`src/rtl/cc_pkg.sv`:
```
// Shared types and widths for the cc column tracker.
package cc_pkg;

    localparam int unsigned CC_SCORE_W = 8;
    localparam int unsigned CC_HOLD_W  = 4;

    typedef enum logic [1:0] {
        IDLE,
        PLAY,
        TOP,
        OVER
    } cc_trk_state_t;

endpackage

```
`src/rtl/cc_onehot_enc.sv`:
```
// Combinational one-hot to binary encoder with a one-hot validity flag.
module cc_onehot_enc #(
    parameter int unsigned N  = 8,
    parameter int unsigned IW = $clog2(N)
) (
    input  logic [N-1:0]  vec,
    output logic [IW-1:0] idx,
    output logic          onehot
);

    // OR of all set-bit indices; exact only when vec is one-hot
    always_comb begin
        idx = '0;
        for (int unsigned i = 0; i < N; i++) begin
            if (vec[i]) begin
                idx = idx | IW'(i);
            end
        end
    end

    assign onehot = (vec != '0) && ((vec & (vec - N'(1))) == '0);

endmodule

```
`src/rtl/cc_column_tracker.sv`:
```
// Column observer: step-aligned sampling, position encoding, win detection.
// Optional step score counter enabled by CC_TRACKER_SCORE_EN.
module cc_column_tracker
    import cc_pkg::*;
#(
    parameter int unsigned N     = 8,
    parameter int unsigned WIDTH = 7,
    parameter int unsigned HOLD  = 3
) (
    input  logic                  clk,
    input  logic                  reset,
    input  logic                  active,
    input  logic [N-1:0]          lights,
    output logic [$clog2(N)-1:0]  pos,
    output logic                  pos_valid,
    output logic                  over,
    output logic                  err,
    output logic                  step
`ifdef CC_TRACKER_SCORE_EN
    ,
    output logic [CC_SCORE_W-1:0] score
`endif
);

    localparam int unsigned PW = $clog2(N);

    logic [WIDTH-1:0]     cnt;
    logic [PW-1:0]        idx_c;
    logic                 onehot_c;
    logic                 top_hit_c;
    logic [CC_HOLD_W-1:0] hold;
    logic [CC_HOLD_W-1:0] hold_inc_c;
    cc_trk_state_t        state;

    cc_onehot_enc #(
        .N  (N),
        .IW (PW)
    ) u_enc (
        .vec    (lights),
        .idx    (idx_c),
        .onehot (onehot_c)
    );

    assign top_hit_c  = onehot_c && lights[N-1];
    assign hold_inc_c = (hold == '1) ? hold : hold + CC_HOLD_W'(1);

    // Step counter kept in phase with the cells' counters
    always_ff @(posedge clk) begin
        if (reset || !active) begin
            cnt <= '0;
        end else begin
            cnt <= cnt + WIDTH'(1);
        end
    end

    // step is registered so it is high exactly while cnt == 1
    always_ff @(posedge clk) begin
        if (reset || !active) begin
            state     <= IDLE;
            hold      <= '0;
            pos       <= '0;
            pos_valid <= 1'b0;
            over      <= 1'b0;
            err       <= 1'b0;
            step      <= 1'b0;
`ifdef CC_TRACKER_SCORE_EN
            score     <= '0;
`endif
        end else begin
            step <= (cnt == '0);

            if (step) begin
                pos_valid <= onehot_c;
                if (onehot_c) begin
                    pos <= idx_c;
                end else begin
                    err <= 1'b1;
                end
`ifdef CC_TRACKER_SCORE_EN
                if ((state == PLAY || state == TOP) && onehot_c &&
                    idx_c >= PW'(N / 2) && score != '1) begin
                    score <= score + CC_SCORE_W'(1);
                end
`endif
            end

            case (state)
                IDLE: state <= PLAY;
                PLAY: begin
                    if (step && top_hit_c) begin
                        hold <= CC_HOLD_W'(1);
                        if (HOLD == 1) begin
                            state <= OVER;
                            over  <= 1'b1;
                        end else begin
                            state <= TOP;
                        end
                    end
                end
                TOP: begin
                    if (step) begin
                        if (top_hit_c) begin
                            hold <= hold_inc_c;
                            if (hold_inc_c == CC_HOLD_W'(HOLD)) begin
                                state <= OVER;
                                over  <= 1'b1;
                            end
                        end else begin
                            hold  <= '0;
                            state <= PLAY;
                        end
                    end
                end
                OVER: over <= 1'b1;
                default: state <= IDLE;
            endcase
        end
    end

endmodule

```
`config.mk`:
```
export PLATFORM = sky130hd
export DESIGN_NAME = cc_column_tracker
export DESIGN_NICKNAME = d
export VERILOG_FILES = /design/src/rtl/cc_pkg.sv /design/src/rtl/cc_onehot_enc.sv /design/src/rtl/cc_column_tracker.sv
export SDC_FILE = /design/constraint.sdc
export NUM_CORES = 1
export LEC_CHECK = 0
export ABC_CLOCK_PERIOD_IN_PS = 2500
export CORE_AREA = 2 2 62 46
export CTS_CLUSTER_SIZE = 12
export DETAILED_ROUTE_END_ITERATION = 7
export DIE_AREA = 0 0 64 48
export PLACE_DENSITY = 0.72
export RECOVER_POWER = 50
export SLEW_MARGIN = 20
export SYNTH_ARGS = -nofsm -noshare
export SYNTH_HDL_FRONTEND = slang
export SYNTH_SLANG_ARGS = --single-unit
```
`constraint.sdc`:
```
create_clock -name clk -period 2.5 [get_ports clk]
set_clock_uncertainty 0.2 [all_clocks]
set_input_delay 0.5 -clock clk [delete_from_list [all_inputs] [get_ports clk]]
set_output_delay 0.5 -clock clk [all_outputs]
set_load 0.01 [all_outputs]
```
==> results of run 1 <==
==> stage by stage <==
| step | area (um2) | hold slack [ns] | TNS [ns] | utilization (%) | std cells |
|---|---|---|---|---|---|
| 6_report | 1510 | 0.261 | 0 | 62.4 | 191 |
| 4_1_cts | 1480 | 0.266 | 0 | 61.3 | 191 |
| 3_3_place_gp | 1440 | 0.237 | -4.00 | 59.6 | 187 |
| 5_1_grt | 1510 | 0.285 | 0 | 62.4 | 191 |
| 2_1_floorplan | 1110 | 0.217 | 0 | - | 122 |
| 3_5_place_dp | 1440 | 0.228 | -4.41 | 59.6 | 187 |
==> cell usage in the layout (no fill, tap or decap), drive strengths merged, types with 5 or more instances in the layout <==
cell type      instances
nor2                   9
xnor2                  5
inv                    7
a21oi                  5
dfxtp                 20
nand2                 11
nand2b                 5
buf                   17
ha                     8
dlygate4sd3            6
dlymetal6s2s           6
mux2i                  7
clkdlybuf4s50          5
==> synthesized netlist by cell type, types with 2 or more instances <==
| library cell | count |
|---|---|
| ha_1 | 8 |
| and3_1 | 3 |
| nand3_1 | 4 |
| nor3_1 | 2 |
| o21ai_0 | 3 |
| a211oi_1 | 2 |
| inv_1 | 7 |
| nor2_1 | 9 |
| a21oi_1 | 5 |
| or4_1 | 2 |
| xnor2_1 | 5 |
| nand2_1 | 11 |
| clkbuf_1 | 2 |
| dfxtp_1 | 20 |
| mux2i_1 | 7 |
| xor2_1 | 2 |
| o41ai_1 | 2 |
| nand2b_1 | 5 |
==> cell families (layout without fill, tap and decap cells) <==
logic type | after synthesis | after routing | share of synthesized area (%)
AO/OA/AOI/OAI | 21 | 21 | 14.4
multiplexers | 8 | 8 | 7.30
XOR/XNOR | 7 | 7 | 5.50
flip-flops | 20 | 20 | 35.9
AND/OR/NAND/NOR | 47 | 47 | 23.6
adder cells (fa/ha/maj) | 9 | 9 | 9.88
buffers and inverters | 10 | 45 | 3.48
==> per-layer routing <==
metal	wire length, um	up-vias	track usage [%]
li1	-	512	-
met1	1190	479	21.0
met2	1250	12	34.8
met3	77	2	5.18
met4	12	0	6.09
met5	0	-	0
==> how the worst min path moves through the flow <==
stage,from,end,slack (ns),cells after the start
after global placement,cnt[6],step,0.24,1
after CTS,pos[1],pos[1],0.27,2
after detailed placement,cnt[6],step,0.23,1
final,pos[1],pos[1],0.26,2
after floorplan,cnt[6],step,0.22,1
after global routing,pos[2],pos[2],0.28,2
==> flip-flops by register name, summed over array words and instances (netlist names) <==
register,flops
cnt,7
hold,4
pos,3
state,2
err,1
over,1
pos_valid,1
step,1
==> layout make-up <==
type                       instances  area [um2]  share of cell area, %
inverter                           7        26.3                   1.74
timing repair buffer              35         317                   21.0
clock buffer                       3        22.5                   1.49
tap                               34        42.5                   2.82
multi-input combinational         92         702                   46.5
sequential                        20         400                   26.5
==> where the power goes <==
group,internal [W],total [W],switching (W)
registers,0.000324,0.000332,0.00000801
logic,0.0000549,0.0000979,0.0000430
clock network,0.0000563,0.000154,0.0000978
==> worst reg2reg max path, cell delays in order, from the launching register on <==
cell and delay, ns:
dfxtp_1 0.37, ha_1 0.27, and3_2 0.26, or4b_4 0.52
a221oi_2 0.26
==> what timing repair did <==
action / in CTS / in global routing
pin swaps: 2 / 3
gates resized for setup: 2 / 9
setup endpoints to repair: 8 / 8
buffers inserted: 1 / 0
cloned: 0 / 0
==> reports/metrics.cfg, run 1 <==
[setup_path]
start_kind=input pin
cp-endpoint=hold[1]
timing.critical_path.from=lights[4]
crit_buf_inv=1
critical_path_required_ns=2.53
crit_chain=clkdlybuf4s50_1 > or4b_4 > or2_4 > or4b_4 > a221oi_2
reg2regPathDepth=4
arrival_ns=2.46
crit_path_max_incr_delay_ns=0.54
critPathSlowestCell=or4b_4
crit_fanout=2
r2r_slack_ns=0.54
endpoint_kind=flip-flop
path_class=input pin to flip-flop
timing.rr.end=hold[1]
cp_common_cell=or4b_4
r2r_start=hold[0]
worstSetupPathDepth=5
cpLargestDelayFamily=simple AND/OR/NAND/NOR gates

[cts]
clkTransAtPathRegs_ns=0.12
postCtsHoldBufs=0
cts_tree=yes
insertion_delay_ns=0.31
cts_buffer_depth=2
numCtsBuffers=3
clock-sinks=20
cts-root-buf=clkbuf_4
htree_levels=1

[floorplanning]
die-width_um=64
dieArea_mm2=0.00307
start_util_pct=46.0
rows=15
io_pins=18
die_h_um=48
core_mm2=0.00242

[sta]
setup_slack_ns=0.0682
slew_violations=0
slew_headroom_pct=54.4
finalHoldViolCount=0
min_period_over_period_pct=97.3
finalSetupViolCount=0
period_minus_slack_ns=2.43
grt_setup_unrepaired=false
tightest_slew_ns=0.682
timing.fmax_mhz=411

[synthesis]
yosysUniqueCellTypes=41
ys_seq_elements=20
synth_async_sr_flop_share_pct=0
synth-edff-count=0
synth_top_area_share_pct=35.9
yosys_warnings=0
synthesis.area_mm2=0.00111
synth_area_leader_cell=dfxtp_1
synth.avg_cell_area_um2=9.14
ys.flop_type=dfxtp_1
netlist_instances=122
synth.top_cells.by_area=dfxtp_1 (36%), ha_1 (9.0%), mux2i_1 (6.3%)
yosysSeqAreaShare_pct=35.9
synth_nets=141

[drt]
drc=0
routed_wl_mm=2.54
ant_nets=0
viasPerCell=5.26
drtPass1Iterations=4
drtIter0Drc=39
wl_per_cell_um=13.3
vias=1005

[global_routing]
track_usage_pct=18.4
grt_pass1_wl_mm=4.24
antenna_found_initial=0
grt-ovfl-total=0
grt_pass1_vias=983
grt_max_degree=14

[power]
total_power_w=0.000584
power.density_mw_per_mm2=387
ir_worst_vdd_uv=338
total_leakage_power_nw=0.650

[placed_design]
preCtsSetupSlack_ns=-0.468
place_hpwl_mm=1.85
portBuffers=17
place_congestion=0.860

[status]
status=finished clean

[layout]
drive_above_1_share_pct=20.4
nNetsFinal=178
fillerInstances=206
area_growth_pct=35.5
antenna_cells=0

[worst_hold_path]
hold_path_class=flip-flop to flip-flop

[run]
maxCapViolCount=0

Power figures use the tool's default switching activity.
==> run 2: changes to the inputs <==
- SKIP_LAST_GASP: not set -> 1
==> results of run 2 <==
Final layout, timing and power as in run 1 (identical DEF).
==> run 3: changes to the inputs <==
- CAP_MARGIN: not set -> 20
==> results of run 3 <==
Final layout, timing and power as in run 1 (identical DEF).
